`config.mk`:
```
export PLATFORM = sky130hd
export DESIGN_NAME = bt656_tx_ctrl
export DESIGN_NICKNAME = d
export VERILOG_FILES = /design/src/rtl/bt656_pkg.sv /design/src/rtl/bt656_frame_tracker.sv /design/src/rtl/bt656_tx_ctrl.sv
export SDC_FILE = /design/constraint.sdc
export NUM_CORES = 1
export LEC_CHECK = 0
export CAP_MARGIN = 20
export CORE_UTILIZATION = 27
export DETAILED_ROUTE_END_ITERATION = 10
export GPL_TIMING_DRIVEN = 0
export SLEW_MARGIN = 20
export SYNTH_ARGS = -nofsm -noshare
export SYNTH_HDL_FRONTEND = slang
export SYNTH_SLANG_ARGS = --single-unit
```
`constraint.sdc`:
```
create_clock -name i_SysClock -period 4 [get_ports i_SysClock]
set_input_delay 1 -clock i_SysClock [delete_from_list [all_inputs] [get_ports i_SysClock]]
set_output_delay 1 -clock i_SysClock [all_outputs]
set_load 0.005 [all_outputs]
```
`src/rtl/bt656_pkg.sv`:
```
// Shared state encoding, configuration record and reset defaults for the
// BT.656 transmit sequencer.
package bt656_pkg;

  typedef enum logic [1:0] {
    IDLE = 2'd0,
    RUN  = 2'd1,
    GAP  = 2'd2
  } state_t;

  localparam logic        DEF_INTERLACE   = 1'b1;
  localparam logic        DEF_FIRST_FIELD = 1'b1;
  localparam logic [15:0] DEF_FIRST_LINE  = 16'd523;

  typedef struct packed {
    logic        interlace;
    logic        firstField;
    logic [15:0] firstLine;
  } txCfg_t;

endpackage

```
`src/rtl/bt656_frame_tracker.sv`:
```
// Finds Vsignal rising edges, marks frame boundaries (every rise when
// progressive, every second rise when interlaced) and watches for lost sync.
module bt656_frame_tracker #(
  parameter int unsigned WDOG_CYCLES = 8000000
) (
  input  logic clock,
  input  logic reset,
  input  logic vsignal,
  input  logic interlace,
  input  logic run,
  output logic fb,
  output logic timeout
);

  localparam int WDOG_W = $clog2(WDOG_CYCLES + 1);

  logic              vD;
  logic              fieldTog;
  logic              vrise;
  logic [WDOG_W-1:0] wdog;

  assign vrise   = vsignal & ~vD;
  assign fb      = run & vrise & (~interlace | fieldTog);
  assign timeout = run & (wdog == WDOG_W'(WDOG_CYCLES - 1));

  // Outside RUN the toggle and watchdog sit at zero, so both start fresh
  // every time the stream (re)enters RUN.
  always_ff @(posedge clock) begin
    if (reset) begin
      vD       <= 1'b0;
      fieldTog <= 1'b0;
      wdog     <= '0;
    end else begin
      vD <= vsignal;
      if (!run) begin
        fieldTog <= 1'b0;
        wdog     <= '0;
      end else if (vrise) begin
        fieldTog <= ~fieldTog;
        wdog     <= '0;
      end else begin
        wdog <= wdog + WDOG_W'(1);
      end
    end
  end

endmodule

```
`src/rtl/bt656_tx_ctrl.sv`:
```
// Run-time sequencer for bt656_tx: start/stop and config changes land on
// frame boundaries through a TxValid-low gap; a watchdog faults lost vsync.
//
//   state | meaning
//   IDLE  | not streaming; config written straight to the outputs
//   RUN   | streaming; new config shadowed until the next frame boundary
//   GAP   | TxValid held low while a newly applied config settles
module bt656_tx_ctrl import bt656_pkg::*; #(
  parameter int unsigned GAP_CYCLES      = 16,
  parameter int unsigned WDOG_CYCLES     = 8000000,
  parameter logic        DEF_INTERLACE   = bt656_pkg::DEF_INTERLACE,
  parameter logic        DEF_FIRST_FIELD = bt656_pkg::DEF_FIRST_FIELD,
  parameter logic [15:0] DEF_FIRST_LINE  = bt656_pkg::DEF_FIRST_LINE
) (
  input  logic        i_SysClock,
  input  logic        i_Reset,
  input  logic        i_Start,
  input  logic        i_Stop,
  input  logic        i_CfgValid,
  output logic        o_CfgReady,
  input  logic        i_CfgInterlace,
  input  logic        i_CfgFirstField,
  input  logic [15:0] i_CfgFirstLine,
  input  logic        i_Vsignal,
  input  logic        i_Fsignal,
  output logic        o_TxValid,
  output logic        o_InterlaceMode,
  output logic        o_FirstField,
  output logic [15:0] o_FirstLine,
  output logic        o_Busy,
  output logic        o_FrameDone,
  output logic [15:0] o_FrameCount,
  output logic        o_Timeout
);

  localparam int     GAP_W     = $clog2(GAP_CYCLES + 1);
  localparam txCfg_t RESET_CFG = '{DEF_INTERLACE, DEF_FIRST_FIELD, DEF_FIRST_LINE};

  state_t             state, stateN;
  txCfg_t             cfgQ, cfgN, shadowQ, shadowN, cfgIn;
  logic               pendingQ, pendingN, stopReqQ, stopReqN;
  logic               txValidQ, txValidN, frameDoneQ, frameDoneN;
  logic               timeoutQ, timeoutN, cfgReadyQ, cfgReadyN, busyQ, busyN;
  logic [15:0]        frameCountQ, frameCountN;
  logic [GAP_W-1:0]   gapCntQ, gapCntN;
  logic               fb, wdogTimeout, cfgAccept;
  logic               unusedFsignal;

  assign unusedFsignal = i_Fsignal;
  assign cfgIn         = {i_CfgInterlace, i_CfgFirstField, i_CfgFirstLine};
  assign cfgAccept     = i_CfgValid & cfgReadyQ;

  bt656_frame_tracker #(.WDOG_CYCLES(WDOG_CYCLES)) tracker (
    .clock    (i_SysClock),
    .reset    (i_Reset),
    .vsignal  (i_Vsignal),
    .interlace(cfgQ.interlace),
    .run      (state == RUN),
    .fb       (fb),
    .timeout  (wdogTimeout)
  );

  always_ff @(posedge i_SysClock) begin
    if (i_Reset) begin
      state       <= IDLE;
      cfgQ        <= RESET_CFG;
      shadowQ     <= RESET_CFG;
      pendingQ    <= 1'b0;
      stopReqQ    <= 1'b0;
      txValidQ    <= 1'b0;
      frameDoneQ  <= 1'b0;
      frameCountQ <= '0;
      timeoutQ    <= 1'b0;
      cfgReadyQ   <= 1'b1;
      busyQ       <= 1'b0;
      gapCntQ     <= '0;
    end else begin
      state       <= stateN;
      cfgQ        <= cfgN;
      shadowQ     <= shadowN;
      pendingQ    <= pendingN;
      stopReqQ    <= stopReqN;
      txValidQ    <= txValidN;
      frameDoneQ  <= frameDoneN;
      frameCountQ <= frameCountN;
      timeoutQ    <= timeoutN;
      cfgReadyQ   <= cfgReadyN;
      busyQ       <= busyN;
      gapCntQ     <= gapCntN;
    end
  end

  always_comb begin
    stateN      = state;
    cfgN        = cfgQ;
    shadowN     = shadowQ;
    pendingN    = pendingQ;
    stopReqN    = stopReqQ;
    txValidN    = txValidQ;
    frameDoneN  = 1'b0;
    frameCountN = frameCountQ;
    timeoutN    = timeoutQ;
    gapCntN     = gapCntQ;
    case (state)
      IDLE: begin
        if (cfgAccept) cfgN = cfgIn;
        if (i_Start && !i_Stop) begin
          stateN      = RUN;
          txValidN    = 1'b1;
          frameCountN = '0;
          timeoutN    = 1'b0;
        end
      end
      RUN: begin
        if (cfgAccept) begin
          shadowN  = cfgIn;
          pendingN = 1'b1;
        end
        if (i_Stop) stopReqN = 1'b1;
        if (wdogTimeout) begin
          stateN   = IDLE;
          txValidN = 1'b0;
          timeoutN = 1'b1;
          stopReqN = 1'b0;
          pendingN = 1'b0;
        end else if (fb) begin
          frameDoneN  = 1'b1;
          frameCountN = frameCountQ + 16'd1;
          if (stopReqQ || i_Stop) begin
            stateN   = IDLE;
            txValidN = 1'b0;
            stopReqN = 1'b0;
            pendingN = 1'b0;
            // a config arriving on the boundary cycle must not be lost
            if (cfgAccept) cfgN = cfgIn;
            else if (pendingQ) cfgN = shadowQ;
          end else if (pendingQ) begin
            stateN   = GAP;
            txValidN = 1'b0;
            cfgN     = shadowQ;
            pendingN = 1'b0;
            gapCntN  = GAP_W'(GAP_CYCLES - 1);
          end
        end
      end
      GAP: begin
        if (i_Stop) stopReqN = 1'b1;
        if (gapCntQ == '0) begin
          if (stopReqQ || i_Stop) begin
            stateN   = IDLE;
            stopReqN = 1'b0;
          end else begin
            stateN   = RUN;
            txValidN = 1'b1;
          end
        end else begin
          gapCntN = gapCntQ - GAP_W'(1);
        end
      end
      default: stateN = IDLE;
    endcase
    cfgReadyN = (stateN == IDLE) | ((stateN == RUN) & ~pendingN);
    busyN     = (stateN != IDLE);
  end

  assign o_TxValid       = txValidQ;
  assign o_InterlaceMode = cfgQ.interlace;
  assign o_FirstField    = cfgQ.firstField;
  assign o_FirstLine     = cfgQ.firstLine;
  assign o_CfgReady      = cfgReadyQ;
  assign o_Busy          = busyQ;
  assign o_FrameDone     = frameDoneQ;
  assign o_FrameCount    = frameCountQ;
  assign o_Timeout       = timeoutQ;

endmodule

```
### Yosys cells after proc, flatten, opt, wreduce, memory -nomap -nowiden

Cells that the tools add are included.

* register bits: 91
* input bits: 25
* output and inout port bits: 39
* logic and storage cells: 119

* add/subtract/negate cells: 3
* equal/unequal tests: 16
* multiplexer cells: 49
* bitwise operators: 13
* reductions and logical operators: 19

Operators by type and width (count)
* 18-bit 2-to-1 mux: 6
* 16-bit 2-to-1 mux: 3
* 18-bit case mux with 2 select lines: 1
* 16-bit case mux with 2 select lines: 1
* 5-bit 2-to-1 mux: 5
* 23-bit by 1-bit adder with 23-bit output (second input constant): 1
* 23-bit equality test (second input constant): 1
* 1-bit 2-to-1 mux: 22
* 2-bit inequality test (second input constant): 10
* 16-bit by 1-bit adder with 16-bit output (second input constant): 1
* 2-bit 2-to-1 mux: 6
* 6-bit AND reduction: 2
* 5-bit case mux with 2 select lines: 1
* 4-bit AND reduction: 2
* 1-bit AND: 6
* 2-bit case mux with 3 select lines: 1
* 2-bit nonzero test: 3
* 3-bit OR reduction: 2
* 5-bit logical NOT: 1
* 1-bit inverter: 5
* 5-bit by 1-bit subtractor with 5-bit output (second input constant): 1
* 2-bit by 1-bit equality test with 1-bit output (second input constant): 2
* 2-bit logical NOT: 2
* 4-bit inequality test (second input constant): 1
* other kinds (12): 14

### Longest topological paths before layout

* word-level depth: 10
* gate-level depth with buffers: 9
* mapped depth without buffers: 8

### By module

Synthesis repeated with hierarchy kept, for this count alone.

* cells, all modules: 491
* area, all modules: 4125.2 µm²

By module, submodules not included
* bt656_tx_ctrl: times used 1, cells each 353, area each 2941.6 µm², sequential area each 1321.3 µm²
* bt656_frame_tracker: times used 1, cells each 138, area each 1183.6 µm², sequential area each 500.5 µm²

### Worst setup path after synthesis

Ideal clock, no wire load.

* path type: input to register
* start point: input port i_Vsignal
* end point: register frameCountQ[8], in the netlist o_FrameCount[8]
* library setup time: 0.070 ns
* arrival time: 2.221 ns
* required time: 3.930 ns
* setup slack: 1.709 ns
* stages: 7
* buffers on the path: 1
* cell sequence: nand2b_2 > nor2_2 > o21ai_2 > and2_4 > buf_6 > or4_1 > a21oi_1

* longest elaborated chain between the ends: 5

RTL lines
* start: declaration: line bt656_tx_ctrl.sv:24 `input logic i_Vsignal,`
* 1-bit AND: line bt656_frame_tracker.sv:22 `assign vrise = vsignal & ~vD;`
* 1-bit AND (2 in series): line bt656_frame_tracker.sv:23 `assign fb = run & vrise & (~interlace | fieldTog);`
* 2-bit inequality test (no line)
* 4-bit AND reduction (no line)
* end signal: assignment: line bt656_tx_ctrl.sv:85 `frameCountQ <= frameCountN;`
* end: declaration: line bt656_tx_ctrl.sv:44 `logic [15:0] frameCountQ, frameCountN;`

No other way between the ends.
A chain may end at the register's enable or synchronous reset.

### Final worst setup path

* start point: input port i_Stop
* end point: register cfgQ (netlist bit o_FirstLine[5])

* longest elaborated chain between the ends: 5

RTL lines
* start: declaration: line bt656_tx_ctrl.sv:18 `input logic i_Stop,`
* 1-bit logical OR: line bt656_tx_ctrl.sv:129 `if (stopReqQ || i_Stop) begin`
* 18-bit 2-to-1 mux: line bt656_tx_ctrl.sv:129
* 18-bit 2-to-1 mux: line bt656_tx_ctrl.sv:126 `end else if (fb) begin`
* 18-bit 2-to-1 mux: line bt656_tx_ctrl.sv:120 `if (wdogTimeout) begin`
* 18-bit case mux with 2 select lines: line bt656_tx_ctrl.sv:104 `case (state)`
* end signal: assignment: line bt656_tx_ctrl.sv:79 `cfgQ <= cfgN;`
* end: declaration: line bt656_tx_ctrl.sv:40 `txCfg_t cfgQ, cfgN, shadowQ, shadowN, cfgIn;`

No other way between the ends. The select of a mux whose other input is x is not followed.

==> impl_metrics.yaml <==
run_status:
  outcome: "completed"
pwr:
  p_leak_nw: 1.85
  swShare: 0.254
  pwr-share-clk: 0.404
  ir_drop_mv: 0.190
  pwr_density_cell_mw_per_mm2: 379
  share_seq_of_total_power: 0.455
  p_switching_uw: 540
  p_comb_frac: 0.141
  p_total_mw: 2.12
  internal-power_mw: 1.58
clock_network:
  htree_num_levels: 3
  post_cts_buffers: 0
  worst_skew_pair.late_latency_ns: 0.35
  cts_buffer_depth: 2
  clk_pin_slew_ns: 0.06
  cts_buffers: 9
  cts_resized: 0
  cts-root-buf: "clkbuf_16"
  tritoncts: "done"
  clock_sink_count: 91
  cts_hold_buf: 0
place:
  io_buffers: 62
  place_hpwl_um: 8180
  gp_congestion: 0.799
cells_and_area:
  drive_above_1_share: 0.0701
  final_cell_mix: "91 x dfxtp_1, 89 x nor2_1, 62 x clkdlybuf4s50_1"
  layout_commonest_cell: "dfxtp_1"
  syn_to_final_growth_pct: 26.8
  antenna_cells: 0
  final_nets: 642
detailed_routing:
  firstDrtPassIters: 5
  drc: 0
  wirelength_um: 11300
  drt_iter0_markers: 210
  via_count: 3955
  wl_per_cell_um: 13.6
  antenna_violating_nets_post_route: 0
  via_per_inst: 4.77
sta:
  post-route-period-util: 0.686
  drv_slew: 0
  setup_viol_count_final: 0
  fin_worst_skew_ns: 0.00690
  rsz0062_at_grt: "no"
  tightestPinTransition_ns: 0.784
  hold_viol: 0
  relSlewSlack: 0.473
  fmaxAchievable_ghz: 0.364
  fin_tns_setup_ns: 0
  fin_crit_ns: 2.74
synth:
  syn_area_mm2: 0.00442
  async_flop_share: 0
  synthFlopType: "dfxtp_1"
  synth_nets: 569
  netlist_instances: 535
  synth.area.top_cells: "dfxtp_1 41%, nor2_1 7.6%, nand2_1 4.8%, a21oi_1 4.0%, xnor2_1 4.0%"
  synth_top_area_share: 0.412
  avgSynthCellArea_um2: 8.26
  ys_ff_latch: 91
  synth_cell_types: 58
  synth_edf_count: 0
  synth_top_area_cell: "dfxtp_1"
  ys_warn_count: 0
  ys_seq_area_frac: 0.412
worst_hold_path:
  hold_start: "shadowQ[15]"
  hp-class: "reg2reg"
  holdPathEnd: "shadowQ[15]"
  whs_path_depth: 2
floorplanning:
  die_x_um: 130
  die_y_um: 130
  start_util: 0.277
  num_io_pins: 64
  die_area_mm2: 0.0169
  core_area_mm2: 0.0159
  rows: 46
setup_path:
  reg2reg_to: "o_FirstLine[5]"
  reg2reg_setup_slack_ns: 1.75
  criticalPathCategory: "in2reg"
  start_kind: "input pin"
  crit_chain: "clkdlybuf4s50_1 -> nor2_1 -> o21a_1 -> buf_6 -> a221oi_4 -> buf_6 -> nor2_1 -> a211oi_2"
  worst-path-buf-inv: 3
  crit_fanout: 10
  slowest_delay_ns: 0.58
  end_kind: "flip-flop"
  path_depth: 8
  cpMaxStageDelayCell: "clkdlybuf4s50_1"
  cp_top_family: "buffers and inverters"
  r2r_cells: 9
  worstReg2RegStart: "state[1]"
  crit_required_ns: 4.27
  arrival_ns: 3.01
global_routing:
  antenna_found_initial: 0
  grt_first_pass_wirelength_um: 18200
  grt.total_usage: 0.139
  grt_max_degree: 15
  grt.overflow.total: 0
  grt_pass1_vias: 3666
run:
  max_cap_violations: 0
state kept, by name, indices dropped and copies added, names as in the netlist:
name	flops
o_FrameDone	1
tracker.vD	1
o_FrameCount	16
shadowQ	18
o_Busy	1
o_TxValid	1
tracker.wdog	23
tracker.fieldTog	1
o_InterlaceMode	1
stopReqQ	1
state	2
o_FirstLine	16
gapCntQ	5
o_CfgReady	1
o_FirstField	1
o_Timeout	1
pendingQ	1
final cells by class:
| cell class | count | area (um^2) |
|---|---|---|
| clock buffers | 12 | 246 |
| inverters | 18 | 67.6 |
| clock inverters | 4 | 48.8 |
| repair buffers | 62 | 621 |
| well taps | 216 | 270 |
| fillers | 1695 | 10300 |
| flip-flops and latches | 91 | 1820 |
| plain buffers | 28 | 150 |
| multi-input cells | 398 | 2380 |
kinds of logic after synthesis:
group	after synthesis	share of synthesized area
AOI/OAI and AO/OA	111	0.174
xor gates and xnor gates	32	0.0634
adders and majority gates	9	0.0255
buffers and inverters	46	0.0492
DFF	91	0.412
muxes	2	0.00481
and+or+nand+nor	244	0.271
cell usage after synthesis, types with 11 or more instances:
master     n
dfxtp_1   91
nand3_1   21
nand4_1   11
a21oi_1   35
nor2_1    89
nand3b_1  16
xnor2_1   20
xor2_1    12
o21ai_0   17
inv_1     17
a211oi_1  13
clkbuf_1  21
nand2_1   57
power by group through the flow:
| stage | sequential, mW | clock, mW | combinational, mW |
|---|---|---|---|
| final | 0.967 | 0.859 | 0.299 |
| after global routing | 0.971 | 0.921 | 0.332 |
| after CTS | 0.967 | 0.887 | 0.301 |
| after detailed placement | 0.987 | 0 | 0.300 |
| after global placement | 0.987 | 0 | 0.297 |
| after floorplan | 0.986 | 0 | 0.166 |
how the worst max path moves through the flow:
| stage | start | end | slack (ns) |
|---|---|---|---|
| 6_report | i_Stop | o_FirstLine[5] | 1.26 |
| 5_1_grt | i_Stop | o_FirstLine[4] | 1.09 |
| 4_1_cts | i_Stop | o_FirstLine[7] | 1.23 |
| 3_5_place_dp | i_Stop | o_FirstLine[7] | 0.86 |
| 3_3_place_gp | i_Stop | o_FirstLine[7] | 0.88 |
| 2_1_floorplan | i_Vsignal | o_FrameCount[8] | 1.71 |
worst reg2reg max path, cell delays in order, from the launching register on:
cell and delay [ns]:
dfxtp_1 0.36, inv_1 0.12, ha_1 0.15, buf_4 0.19, inv_2 0.11, mux2_2 0.34, a221oi_4 0.45, buf_6 0.22
nor2_1 0.06, a211oi_2 0.18
metrics by stage:
stage / std cells / util / area (um^2) / setup WS, ns / hold WS, ns
after floorplan: 535 / - / 4420 / 1.71 / 0.418
after global placement: 813 / 0.333 / 5310 / 0.879 / 0.432
after detailed placement: 813 / 0.333 / 5310 / 0.860 / 0.442
after CTS: 829 / 0.352 / 5610 / 1.23 / 0.450
after global routing: 829 / 0.352 / 5610 / 1.09 / 0.464
final: 829 / 0.352 / 5610 / 1.26 / 0.450
per-layer routing:
metal  up-vias  track usage  wire length (um)
met5         -            0                 0
met4         0       0.0431               136
met3        10       0.0426               619
met2        84        0.211              4970
met1      1848        0.187              5530
li1       2013            -                 -
No activity file was read; power rests on OpenSTA's default activity.
